[src/rtl/range_bin_classifier.sv]
// Classifies unsigned words into 2**LOG_BINS bins against a programmable threshold
// table, using one shared less-than comparator driven by a binary-search FSM.
module range_bin_classifier #(
   parameter int WIDTH    = 16,
   parameter int LOG_BINS = 3
) (
   input  logic                clk,
   input  logic                rst_n,
   input  logic                cfg_we,
   input  logic [LOG_BINS-1:0] cfg_addr,
   input  logic [WIDTH-1:0]    cfg_data,
   output logic                cfg_err,
   input  logic                in_valid,
   output logic                in_ready,
   input  logic [WIDTH-1:0]    in_dat,
   output logic                out_valid,
   input  logic                out_ready,
   output logic [LOG_BINS-1:0] out_bin,
   output logic [WIDTH-1:0]    out_dat,
   output logic                busy
);
   localparam int NUM_THR = (1 << LOG_BINS) - 1;
   localparam logic [LOG_BINS-1:0] TOP_BIT = LOG_BINS'(1) << (LOG_BINS - 1);

   // Handshakes: a word transfers on a rising edge with in_valid && in_ready, a
   // result with out_valid && out_ready; out_valid and its data hold until then.

   typedef enum logic [1:0] {IDLE, PROBE, DECIDE, DONE} state_t;
   state_t state, state_nx;

   logic [WIDTH-1:0]    thr [1:NUM_THR];
   logic [WIDTH-1:0]    dat_r;
   logic [LOG_BINS-1:0] idx_r;
   logic [LOG_BINS-1:0] mask_r;
   logic [LOG_BINS-1:0] probe;
   logic                lt_r;

   // mask_r is the one-hot form of the search bit; probe is the address tested.
   assign probe = idx_r | mask_r;

   always_ff @(posedge clk or negedge rst_n) begin
      if (!rst_n) state <= IDLE;
      else        state <= state_nx;
   end

   always_comb begin
      state_nx = state;
      case (state)
         IDLE:    if (in_valid) state_nx = PROBE;
         PROBE:   state_nx = DECIDE;
         DECIDE:  state_nx = mask_r[0] ? DONE : PROBE;
         DONE:    if (out_ready) state_nx = IDLE;
         default: state_nx = IDLE;
      endcase
   end

   always_comb begin
      in_ready  = 1'b0;
      busy      = 1'b1;
      out_valid = 1'b0;
      out_bin   = '0;
      out_dat   = '0;
      case (state)
         IDLE: begin
            in_ready = 1'b1;
            busy     = 1'b0;
         end
         DONE: begin
            out_valid = 1'b1;
            out_bin   = idx_r;
            out_dat   = dat_r;
         end
         default: ;
      endcase
   end

   // The only comparator: evaluated once per PROBE cycle.
   always_ff @(posedge clk or negedge rst_n) begin
      if (!rst_n) begin
         dat_r  <= '0;
         idx_r  <= '0;
         mask_r <= '0;
         lt_r   <= 1'b0;
      end else begin
         case (state)
            IDLE: if (in_valid) begin
               dat_r  <= in_dat;
               idx_r  <= '0;
               mask_r <= TOP_BIT;
            end
            PROBE:  lt_r <= dat_r < thr[probe];
            DECIDE: begin
               if (!lt_r) idx_r <= probe;
               mask_r <= mask_r >> 1;
            end
            default: ;
         endcase
      end
   end

   // Table writes land at the accept edge too, so a simultaneous search sees them.
   always_ff @(posedge clk or negedge rst_n) begin
      if (!rst_n) begin
         for (int k = 1; k <= NUM_THR; k++) thr[k] <= '1;
         cfg_err <= 1'b0;
      end else begin
         cfg_err <= 1'b0;
         if (cfg_we) begin
            if (state == IDLE && cfg_addr != '0) thr[cfg_addr] <= cfg_data;
            else                                 cfg_err <= 1'b1;
         end
      end
   end
endmodule

[config.mk]
export PLATFORM = sky130hd
export DESIGN_NAME = range_bin_classifier
export DESIGN_NICKNAME = d
export VERILOG_FILES = /design/src/rtl/range_bin_classifier.sv
export SDC_FILE = /design/constraint.sdc
export NUM_CORES = 1
export LEC_CHECK = 0
export CORE_ASPECT_RATIO = 1.2
export CORE_MARGIN = 2
export CORE_UTILIZATION = 60
export CTS_BUF_LIST = sky130_fd_sc_hd__clkbuf_8
export DETAILED_ROUTE_END_ITERATION = 6
export PLACE_DENSITY = 0.83
export SLEW_MARGIN = 20
export SYNTH_ARGS = -nofsm -noshare
export SYNTH_HDL_FRONTEND = slang
export SYNTH_SLANG_ARGS = --single-unit
[constraint.sdc]
create_clock -name clk -period 3.5 [get_ports clk]
set_input_delay 0.525 -clock clk [delete_from_list [all_inputs] [get_ports clk]]
set_output_delay 0.525 -clock clk [all_outputs]
set_load 0.01 [all_outputs]
==> run summary, run 1 <==
Total count of max-transition violations in the final report: 0. The run finished with clean final reports. The proportion of synthesized chip area in sequential cells was 53.6%. By startpoint and endpoint, the worst setup path is classified as reg -> reg. In this run, CTS created clock tree buffers numbering 17. The final critical path time including I/O delays and setup was 3.20 ns. CTS saw 138 sinks. The die is 120 um tall.

The floorplan has 42 rows. Endpoint of the most critical register-to-register path: lt_r. The share of post-route cells with drive strength above 1 was 54.1%; the post-synthesis net count was 534.

The transition time at the pin with the least slew margin was 0.982 ns; the tightest slew margin relative to the limit was 34.4%. In this run the power spent charging and discharging nets is 0.00245 W. On the final layout, the worst clock skew is 0.0147 ns. The run gives 25.6% as the overall fraction of global-route tracks in use.

The internal reg-to-reg setup slack was 0.30 ns. The first routing iteration left 190 violations. The slowest stage of the critical path belongs to the cell sky130_fd_sc_hd__mux4_2. The post-synthesis instance area was 0.00670 mm2; the core footprint was 0.0110 mm2. For this design the top-level I/O count stands at 63.

After detailed routing, the number of remaining DRC violations is 0. Synthesized instance count: 479. Clock slew seen by the registers of the worst setup and hold paths: 0.08 ns. From synthesis to final layout, the design area changed by 16.4%. A synthesized cell averages 14.0 um2.

The total of cells resized after clock tree synthesis came out at 0. Across all layers, the routed design uses 4274 vias. Dividing the detail-routed via count by the number of cells gives 6.24.

The first TritonRoute pass finished after 4 iterations. The root buffer cell chosen for the clock tree is sky130_fd_sc_hd__clkbuf_8. Overall die width: 100 um. Most common library cell in the layout ignoring fill and taps: sky130_fd_sc_hd__mux2_2. The run gives 0 as the number of failing hold endpoints at the final stage. Summed over all nets, the half-perimeter wirelength after detailed placement is 9340 um. The yosys synthesis warning count was 0. The initial antenna violation count is 0.

The clock group share of total power came out at 16.0%. In this run switching power makes up 32.5% of total power. STA classifies the critical path startpoint as a flip-flop. The area of placed instances was 0.00743 mm2. The routability-driven placement congestion ratio is 0.936.

At the worst endpoint, the required time is 3.85 ns. The share of power burned in combinational logic came out at 41.8%. The total negative setup slack was 0 ns. The die covers 0.0120 mm2. For the number of global-route vias before repair, the log shows 4525.

In the layout the commonest cells are 126 x sky130_fd_sc_hd__mux2_2, 112 x sky130_fd_sc_hd__dfstp_2, 61 x sky130_fd_sc_hd__clkdlybuf4s50_1, 27 x sky130_fd_sc_hd__nor2_1, 27 x sky130_fd_sc_hd__a21oi_1. Sequential cells burn 42.2% of the power. The startpoint identified for the worst register-to-register timing path is mask_r[0]. The total of buffers placed on input and output ports was 62.

Setup violations remaining at the end of the flow were counted as 0. The tools report the maximum number of pins on one net before global-route repair as 76. Maximum VDD drop: 0.482 mV.

The net count of the finished layout is 595. The H-tree was split into 4 levels. The wire length per cell is 20.9 um, and the count of antenna-violating nets left after detailed routing is 0. Setup repair after global routing left no endpoint under its margin. Buffers inserted to repair hold after CTS numbered 0.

Summed over all instances, the cell type with the most area after synthesis is sky130_fd_sc_hd__dfstp_2. After global routing the overflow that remains totals 0. The logs give 0.45 ns for the worst-skew pair later-pin latency and 43 for the number of different library cells in the post-synthesis netlist. The worst min-delay path class was in -> async.

TritonCTS built the clock tree. The internal portion of the total power is 0.00508 W. The repair_antennas step left the layout with diodes totalling 0. The maximum fanout count along the critical path was 13. Of the available clock period, the critical path in the final layout requires 91.3%.

The arrival time at the worst endpoint was 3.55 ns; the smallest hold slack was 0.139 ns. Traced cell by cell, the critical path runs through nor2_4, mux4_2, a21oi_1, ha_1, a211o_1, o22ai_1, nor2_1, a221o_1, a2bb2oi_1. Max-cap violations in this run came to 0.

Summed over all cells, the static leakage comes to 3.28 nW. The first global-routing pass estimated 23400 um of wire. The critical path endpoint was lt_r. STA classifies the critical path endpoint as a flip-flop. The logic depth of the worst register-to-register path was 9. The logs give 61.0% for the effective utilization at floorplan and 0.00780 mm2 for the cell area after layout.

The number of storage elements in the synthesis netlist is 138. The critical path starts at mask_r[0]. Wires add up to 14300 um. For this design the ratio of total power to cell area is 966 mW/mm2. The longest individual stage delay on the worst path was 0.57 ns; the buffer levels on the longest clock path was 2. For this run, the top clock speed supported by timing is 0.313 GHz.

Sorting the synthesized cells by area gives the leading types as sky130_fd_sc_hd__dfstp_2 44%, sky130_fd_sc_hd__mux2_2 21%, sky130_fd_sc_hd__dfrtp_1 9.7%. The tools report the count of buffers added by post-CTS timing repair for setup as 0. After synthesis, the largest area contributor takes up 43.9% of total cell area.
[synth_stat cells, drive strengths merged]
library cell,n
nor2,30
a31oi,1
a2111oi,1
mux2i,15
mux4,16
clkbuf,11
a21o,3
a211o,1
nand3,2
or3b,1
o31ai,1
o22ai,1
buf,17
or2,1
inv,1
dfrtp,26
a22o,2
o221ai,1
dfstp,112
and2,3
o21a,2
nor2b,4
mux2,128
a2bb2oi,16
and3,22
o21ai,2
a21oi,27
nand2b,2
ha,15
o21bai,1
nand4,3
nor3,3
a221o,1
nand2,7
[registers in the layout, indices dropped and copies added, names as in the netlist]
register,count
mask_r,3
idx_r,3
state,2
dat_r,16
lt_r,1
thr,112
cfg_err,1
[metrics by stage]
step,worst slack (ns),instances,util (%),total power (W)
2_1_floorplan,0.749,479,-,0.00535
3_3_place_gp,0.482,653,67.6,0.00613
3_5_place_dp,0.362,653,67.6,0.00631
4_1_cts,0.327,685,71.0,0.00755
5_1_grt,0.118,685,71.0,0.00800
6_report,0.304,685,71.0,0.00753
[how the worst min path moves through the flow]
stage                     end
floorplan             cfg_err
global placement     dat_r[2]
detailed placement   dat_r[2]
CTS                 dat_r[13]
global route        dat_r[13]
finish              dat_r[13]
[worst max-delay path: cells and delay by family, from the launching register on]
kind	cells	cell delay (ns)
mux	1	0.57
compound gates	5	1.20
simple gates	2	0.57
fa+ha+maj	1	0.28
flops	1	0.48
[power by group through the flow]
stage / registers [W] / clock network [W] / logic, W
6_report: 0.00318 / 0.00121 / 0.00314
5_1_grt: 0.00327 / 0.00131 / 0.00343
4_1_cts: 0.00317 / 0.00123 / 0.00315
3_5_place_dp: 0.00320 / 0 / 0.00312
3_3_place_gp: 0.00314 / 0 / 0.00298
2_1_floorplan: 0.00298 / 0 / 0.00238
[metal layers]
| metal | global-route usage [%] | vias to the layer above | wire (um) |
|---|---|---|---|
| li1 | - | 1900 | - |
| met1 | 33.4 | 2208 | 6060 |
| met2 | 41.3 | 137 | 7180 |
| met3 | 5.36 | 29 | 697 |
| met4 | 11.5 | 0 | 405 |
| met5 | 0 | - | 0 |
[cells by family after synthesis]
kind of cell,after synthesis,synth area share (%)
AO/OA/AOI/OAI,60,6.03
adder cells (fa/ha/maj),15,2.80
buffers and inverters,29,2.15
flip-flops,138,53.6
multiplexers,159,29.2
AND/OR/NAND/NOR,78,6.18
[final cells by class]
| cell class | instances | area [um2] |
|---|---|---|
| clock buffers | 18 | 248 |
| clock inverters | 14 | 119 |
| fillers | 726 | 3190 |
| inverters | 1 | 3.75 |
| multi-input cells | 312 | 2960 |
| flip-flops and latches | 138 | 3590 |
| well taps | 132 | 165 |
| repair buffers | 70 | 703 |
No activity file was read; power rests on OpenSTA's default activity.
==> run 2, diff against run 1 <==
--- a/config.mk
+++ b/config.mk
@@ -6,7 +6,6 @@
 export NUM_CORES = 1
 export LEC_CHECK = 0
 export CORE_ASPECT_RATIO = 1.2
-export CORE_MARGIN = 2
 export CORE_UTILIZATION = 60
 export CTS_BUF_LIST = sky130_fd_sc_hd__clkbuf_8
 export DETAILED_ROUTE_END_ITERATION = 6
==> run 2 against run 1 <==
  * The flow now finishes with violations (design-rule violations)
  * Die area fell by 3.6%
  * Maximum frequency rose by 7.3%
  * Flip-flop and latch count did not move
  * Largest cell class unchanged
  * Highest routed layer unchanged
==> run summary, run 2 (synthesis results as in run 1) <==
The total count of max-transition violations in the final report came out at 0 (unchanged). The CTS H-tree depth was 4 (unchanged); the clock skew was 0.00756 ns (was 0.0147 ns). The first-pass iteration count of the detailed router is 7 (was 4), and the count of unresolved DRC violations after routing is 7 (was 0).

Setup repair after global routing left no endpoint under its margin. Registers with the highest flip-flop counts: thr x112, dat_r x16 (unchanged). The maximum VDD drop was 0.496 mV (was 0.482 mV).

The final critical path time including I/O delays and setup was 2.98 ns (was 3.20 ns). Most common library cell in the layout ignoring fill and taps: sky130_fd_sc_hd__mux2_2 (unchanged). The overflow left after global routing was 0 (unchanged); the cell area after layout was 0.00788 mm2 (was 0.00780 mm2). The longest individual stage delay on the worst path came out at 0.55 ns (was 0.57 ns). The type of destination of the critical path is a flip-flop (unchanged). The maximum fanout count along the critical path came out at 7 (was 13).

The flow ran to the end, but the final reports show violations. The tools report the number of failing hold endpoints at the final stage as 0 (unchanged). The run gives 0.336 GHz (was 0.313 GHz) as the timing-limited maximum frequency. The total of buffers placed on input and output ports came out at 62 (unchanged).

The flip-flop count of the largest register, all copies and words added is 112 (unchanged), and the arrival time at the worst endpoint is 3.33 ns (was 3.55 ns). The routability-driven placement congestion ratio is 0.854 (was 0.936). Transition time at the pin with the least slew margin: 0.989 ns (was 0.982 ns). Total of cells resized after clock tree synthesis: 0 (unchanged). Largest register by flop count: thr (unchanged). Crit-path cells: nor2_4, nor3_1, buf_4, a2bb2oi_1, nor2_1, a21oi_1, ha_1, a211o_1, nor2_1, o221ai_1, a221o_1, a2bb2oi_1 (was nor2_4, mux4_2, a21oi_1, ha_1, a211o_1, o22ai_1, nor2_1, a221o_1, a2bb2oi_1). The number of violations reported at the end of detailed-routing iteration 0 came out at 158 (was 190). For the die area, the log shows 0.0116 mm2 (was 0.0120 mm2).

For the number of sinks on the clock net, the log shows 138 (unchanged). The tightest slew margin relative to the limit is 33.9% (was 34.4%). The checks that failed: design-rule violations. The critical path buffer and inverter count was 1 (was 0); the overall die width was 98.5 um (was 100 um). The number of buffers added by the clock tree synthesis step came out at 17 (unchanged). For the detailed-placement wirelength estimate, the log shows 9290 um (was 9340 um). Path type of the worst setup path: reg -> reg (unchanged). The I/O pin count was 63 (unchanged); the static leakage power was 3.32 nW (was 3.28 nW). The tools report the buffer cell driving the clock tree root as sky130_fd_sc_hd__clkbuf_8 (unchanged).

The required time of the critical path was 3.85 ns (about the same). The worst min-delay path class is in -> async (unchanged). The final routed wirelength across all metal layers was 14300 um (about the same). The tools report the total vias in the final route as 4204 (was 4274). For the number of instances in the placed design, the log shows 652 (was 653). For the area of placed instances, the log shows 0.00742 mm2 (was 0.00743 mm2).

The highest-delay cell along the critical path was sky130_fd_sc_hd__nor3_1 (was sky130_fd_sc_hd__mux4_2). Power density relative to cell area: 985 mW/mm2 (was 966 mW/mm2). TritonCTS built the clock tree. The share of post-route cells with drive strength above 1 was 54.8% (was 54.1%); the diode insertion count for antenna repair was 0 (unchanged). The part of the cycle the worst path needs was 85.1% (was 91.3%). The tools report the hold buffer count at cts as 0 (unchanged).

The final non-filler cell total was 684 (was 685). The count of antenna-violating nets left after detailed routing was 0 (unchanged). The initial antenna violation count is 0 (unchanged), and the wire length per cell is 20.8 um (was 20.9 um).

The run gives 62.8% (was 61.0%) as the effective utilization at floorplan. The mean number of vias per cell is 6.15 (was 6.24), and the net count reported at finish is 597 (was 595). The worst-skew pair later-pin latency came out at 0.43 ns (was 0.45 ns). The logs give 26.4% (was 25.6%) for the overall fraction of global-route tracks in use and 0 (unchanged) for the total of endpoints with negative setup slack in the final report. The first-pass GRT wire length is 23100 um (was 23400 um). Type of origin of the critical path: a flip-flop (unchanged). The floorplan die height was 118 um (was 120 um). The maximum number of pins on one net before global-route repair is 65 (was 76), and the count of buffers added by post-CTS timing repair for setup is 0 (unchanged). The cell type group with the largest total delay on the critical path is compound AO/OA/AOI/OAI gates (unchanged).

The tools report the number of global-route vias before repair as 4334 (was 4525). Core footprint: 0.0107 mm2 (was 0.0110 mm2). For the total negative setup slack, the log shows 0 ns (unchanged). The number of max-cap violations is 0 (unchanged), and the synthesis-to-finish area growth is 17.6% (was 16.4%). The number of standard-cell rows in the floorplan was 41 (was 42).

Commonest non-fill, non-tap cells in the layout: 126 x sky130_fd_sc_hd__mux2_2, 112 x sky130_fd_sc_hd__dfstp_2, 61 x sky130_fd_sc_hd__clkdlybuf4s50_1, 27 x sky130_fd_sc_hd__nor2_1, 27 x sky130_fd_sc_hd__a21oi_1 (unchanged). The clock slew seen by the registers of the worst setup and hold paths came out at 0.08 ns (about the same). The buffer levels on the longest clock path came out at 2 (unchanged).
-- run 2: routing by layer --
metal,wire length (um),GRT usage [%]
met5,0,0
met4,276,9.42
met3,690,5.23
met2,7070,43.2
met1,6220,35.3
-- run 2: where the power goes --
part           internal [W]  total, W  switching, W
sequential          0.00269   0.00322      0.000527
clock              0.000881   0.00146      0.000583
combinational       0.00173   0.00307       0.00134
-- run 2: final timing paths --
check	start	endpoint	cells past startpoint	slack (ns)
min in group clk	dat_r[9]	dat_r[9]	1	0.56
hold / removal	rst_n	dat_r[10]	1	0.18
max in group asynchronous	rst_n	thr[96]	2	2.41
setup reg to reg	mask_r[0]	lt_r	12	0.52
hold reg to reg	dat_r[9]	dat_r[9]	1	0.56
setup / recovery	mask_r[0]	lt_r	12	0.52
-- run 2: cell type report --
class,instances,area [um2]
flip-flops and latches,138,3590
repair buffers,72,693
well taps,129,161
multi-input cells,312,2960
clock inverters,13,199
clock buffers,19,262
inverters,1,3.75
fillers,714,2790
-- run 2: per-stage QoR --
| step | hold WS (ns) | util [%] | power (W) | setup slack (ns) |
|---|---|---|---|---|
| after floorplan | 0.229 | - | 0.00535 | 0.749 |
| after global placement | 0.546 | 69.5 | 0.00613 | 0.664 |
| after detailed placement | 0.544 | 69.5 | 0.00627 | 0.564 |
| after CTS | 0.184 | 73.8 | 0.00779 | 0.515 |
| after global routing | 0.226 | 73.8 | 0.00821 | 0.365 |
| final | 0.177 | 73.8 | 0.00776 | 0.521 |
==> run 3, diff against run 2 <==
--- a/config.mk
+++ b/config.mk
@@ -5,11 +5,13 @@
 export SDC_FILE = /design/constraint.sdc
 export NUM_CORES = 1
 export LEC_CHECK = 0
+export CELL_PAD_IN_SITES_DETAIL_PLACEMENT = 1
+export CELL_PAD_IN_SITES_GLOBAL_PLACEMENT = 1
 export CORE_ASPECT_RATIO = 1.2
-export CORE_UTILIZATION = 60
+export CORE_UTILIZATION = 49
 export CTS_BUF_LIST = sky130_fd_sc_hd__clkbuf_8
 export DETAILED_ROUTE_END_ITERATION = 6
-export PLACE_DENSITY = 0.83
+export PLACE_DENSITY_LB_ADDON = 0.1
 export SLEW_MARGIN = 20
 export SYNTH_ARGS = -nofsm -noshare
 export SYNTH_HDL_FRONTEND = slang
==> run 3 against run 2 <==
  * The flow now finishes without violations
  * Maximum frequency is 7.4% lower
  * Non-clock buffer count stayed put
  * Register-to-register slack worse by 0.24 ns
  * Critical path type unchanged
  * Worst setup slack worse by 0.24 ns
  * Clock power is 11% lower
  * Count of clock-buffer cells in the layout is 2 higher
==> run summary, run 3 (synthesis results as in run 1) <==
For the smallest hold slack, the log shows 0.128 ns (was 0.177 ns). The flow ran to the end, and the final reports show no timing, DRC or antenna violations. The most common library cell in the layout ignoring fill and taps is sky130_fd_sc_hd__mux2_2 (unchanged). The tools report the number of failing hold endpoints at the final stage as 0 (unchanged).

For the total count of max-transition violations in the final report, the log shows 0 (unchanged). The synthesis-to-finish area growth was 17.7% (was 17.6%). The flip-flop count of the largest register, all copies and words added came out at 112 (unchanged). Wire length per cell: 21.9 um (was 20.8 um). The CTS H-tree depth is 4 (unchanged), and the final routed wirelength across all metal layers is 15800 um (was 14300 um). The tools report the arrival time at the worst endpoint as 3.60 ns (was 3.33 ns). The logs give 138 (unchanged) for the number of sinks on the clock net and 0 (unchanged) for the diode insertion count for antenna repair. For the core footprint, the log shows 0.0133 mm2 (was 0.0107 mm2). The run gives 4731 (was 4334) as the number of global-route vias before repair. The largest register by flop count is thr (unchanged). The count of unresolved DRC violations after routing was 0 (was 7); the timing-limited maximum frequency was 0.311 GHz (was 0.336 GHz). The transition time at the pin with the least slew margin is 0.806 ns (was 0.989 ns). Detailed-placement wirelength estimate: 10500 um (was 9290 um).

The overall power is 0.00768 W (was 0.00776 W). The maximum number of pins on one net before global-route repair was 61 (was 65); the overflow left after global routing was 0 (unchanged). Path type of the worst setup path: reg -> reg (unchanged). The static leakage power was 3.30 nW (was 3.32 nW); the total vias in the final route was 4206 (was 4204). Buffer cell driving the clock tree root: sky130_fd_sc_hd__clkbuf_8 (unchanged). TritonCTS built the clock tree.

The total of buffers placed on input and output ports was 62 (unchanged). Buffer levels on the longest clock path: 2 (unchanged). The initial antenna violation count is 0 (unchanged), and the maximum fanout count along the critical path is 13 (was 7).

The number of max-cap violations was 0 (unchanged); the overall fraction of global-route tracks in use was 25.1% (was 26.4%). The run gives 0.433 mV (was 0.496 mV) as the maximum VDD drop. The share of post-route cells with drive strength above 1 came out at 54.7% (was 54.8%). The total negative setup slack was 0 ns (unchanged). The mean number of vias per cell came out at 5.83 (was 6.15). The tightest slew margin relative to the limit was 46.3% (was 33.9%).

The total of endpoints with negative setup slack in the final report is 0 (unchanged), and the power density relative to cell area is 973 mW/mm2 (was 985 mW/mm2). The final critical path time including I/O delays and setup works out to 3.22 ns (was 2.98 ns). Number of violations reported at the end of detailed-routing iteration 0: 200 (was 158). Setup repair after global routing left no endpoint under its margin. The first-pass GRT wire length is 25900 um (was 23100 um), and the clock slew seen by the registers of the worst setup and hold paths is 0.08 ns (about the same).

The tools report the first-pass iteration count of the detailed router as 4 (was 7). The count of buffers added by post-CTS timing repair for setup was 0 (unchanged); the part of the cycle the worst path needs was 91.9% (was 85.1%). Commonest non-fill, non-tap cells in the layout: 126 x sky130_fd_sc_hd__mux2_2, 112 x sky130_fd_sc_hd__dfstp_2, 61 x sky130_fd_sc_hd__clkdlybuf4s50_1, 27 x sky130_fd_sc_hd__nor2_1, 27 x sky130_fd_sc_hd__a21oi_1 (unchanged).

The floorplan die height was 130 um (was 118 um); the net count reported at finish was 597 (unchanged). The tools report the type of origin of the critical path as a flip-flop (unchanged). The type of destination of the critical path was a flip-flop (unchanged). The logs give 0.45 ns (was 0.43 ns) for the worst-skew pair later-pin latency and 17 (unchanged) for the number of buffers added by the clock tree synthesis step. The run gives 50.4% (was 62.8%) as the effective utilization at floorplan. Registers with the highest flip-flop counts: thr x112, dat_r x16 (unchanged). The required time of the critical path is 3.88 ns (was 3.85 ns), and the hold buffer count at cts is 0 (unchanged). The tools report the internal reg-to-reg setup slack as 0.28 ns (was 0.52 ns). The routability-driven placement congestion ratio is 0.787 (was 0.854), and the total of cells resized after clock tree synthesis is 0 (unchanged). The overall die width works out to 109 um (was 98.5 um).

The clock skew was 0.0125 ns (was 0.00756 ns); the die area was 0.0141 mm2 (was 0.0116 mm2). The logs give 0 (unchanged) for the count of antenna-violating nets left after detailed routing and 63 (unchanged) for the I/O pin count. The worst min-delay path class was in -> async (unchanged).

Number of standard-cell rows in the floorplan: 46 (was 41).
==> run 3: cell count changes in the layout (fill, tap and decap cells not counted) <==
cell                        previous run  this run
sky130_fd_sc_hd__buf_4                11         9
sky130_fd_sc_hd__inv_1                 3         4
sky130_fd_sc_hd__buf_12                0         2
sky130_fd_sc_hd__clkinv_4              2         1
sky130_fd_sc_hd__bufinv_16             5         2
sky130_fd_sc_hd__nor3_2                0         1
sky130_fd_sc_hd__inv_4                 1         0
sky130_fd_sc_hd__clkinv_2              2         3
sky130_fd_sc_hd__nor3_1                3         2
sky130_fd_sc_hd__clkbuf_8             19        21
==> run 3: final timing paths <==
| kind | start | to | depth (start not counted) |
|---|---|---|---|
| worst max-delay path | mask_r[0] | lt_r | 9 |
| worst min-delay path | rst_n | state[0] | 1 |
| worst max register to register | mask_r[0] | lt_r | 9 |
| worst min register to register | dat_r[3] | dat_r[3] | 1 |
| max in group asynchronous | rst_n | thr[75] | 2 |
| min in group clk | dat_r[3] | dat_r[3] | 1 |
==> run 3: power by group <==
part / leakage [nW] / internal [W] / switching (W)
Combinational: 1.60 / 0.00175 / 0.00141
Clock: 0.211 / 0.000694 / 0.000601
Sequential: 1.49 / 0.00269 / 0.000528
==> run 3: critical path, cell delays in order (launching register included) <==
cell and delay [ns]:
sky130_fd_sc_hd__dfrtp_1 0.47, sky130_fd_sc_hd__nor2_4 0.52, sky130_fd_sc_hd__mux4_2 0.60, sky130_fd_sc_hd__a21oi_1 0.22, sky130_fd_sc_hd__ha_1 0.28, sky130_fd_sc_hd__a211o_1 0.30
sky130_fd_sc_hd__o22ai_1 0.20, sky130_fd_sc_hd__nor2_1 0.06, sky130_fd_sc_hd__a221o_1 0.36, sky130_fd_sc_hd__a2bb2oi_1 0.14
==> run 3: final cells by class <==
| class | instances | area, um2 |
|---|---|---|
| Clock inverter | 10 | 103 |
| Fill cell | 1280 | 5410 |
| Timing Repair Buffer | 72 | 718 |
| Sequential cell | 138 | 3590 |
| Inverter | 1 | 3.75 |
| Multi-Input combinational cell | 312 | 2970 |
| Clock buffer | 21 | 289 |
| Tap cell | 168 | 210 |
==> run 3: routing by layer <==
metal  wire length [um]  vias to the layer above  share of wire (%)  track usage, %
li1                   -                     1900                  -               -
met1               6930                     2216                 44            31.1
met2               8060                       66                 51            42.9
met3                480                       24                3.0            5.94
met4                308                        0                2.0            8.66
met5                  0                        -                  0               0
==> run 3: stage by stage <==
step           area, um2  utilization, %  instances  setup WS, ns
2_1_floorplan       6700               -        479         0.749
4_1_cts             7890            59.3        722         0.278
3_5_place_dp        7490            56.4        691         0.293
6_report            7890            59.3        722         0.285
3_3_place_gp        7490            56.4        691         0.381
5_1_grt             7890            59.3        722        0.0959
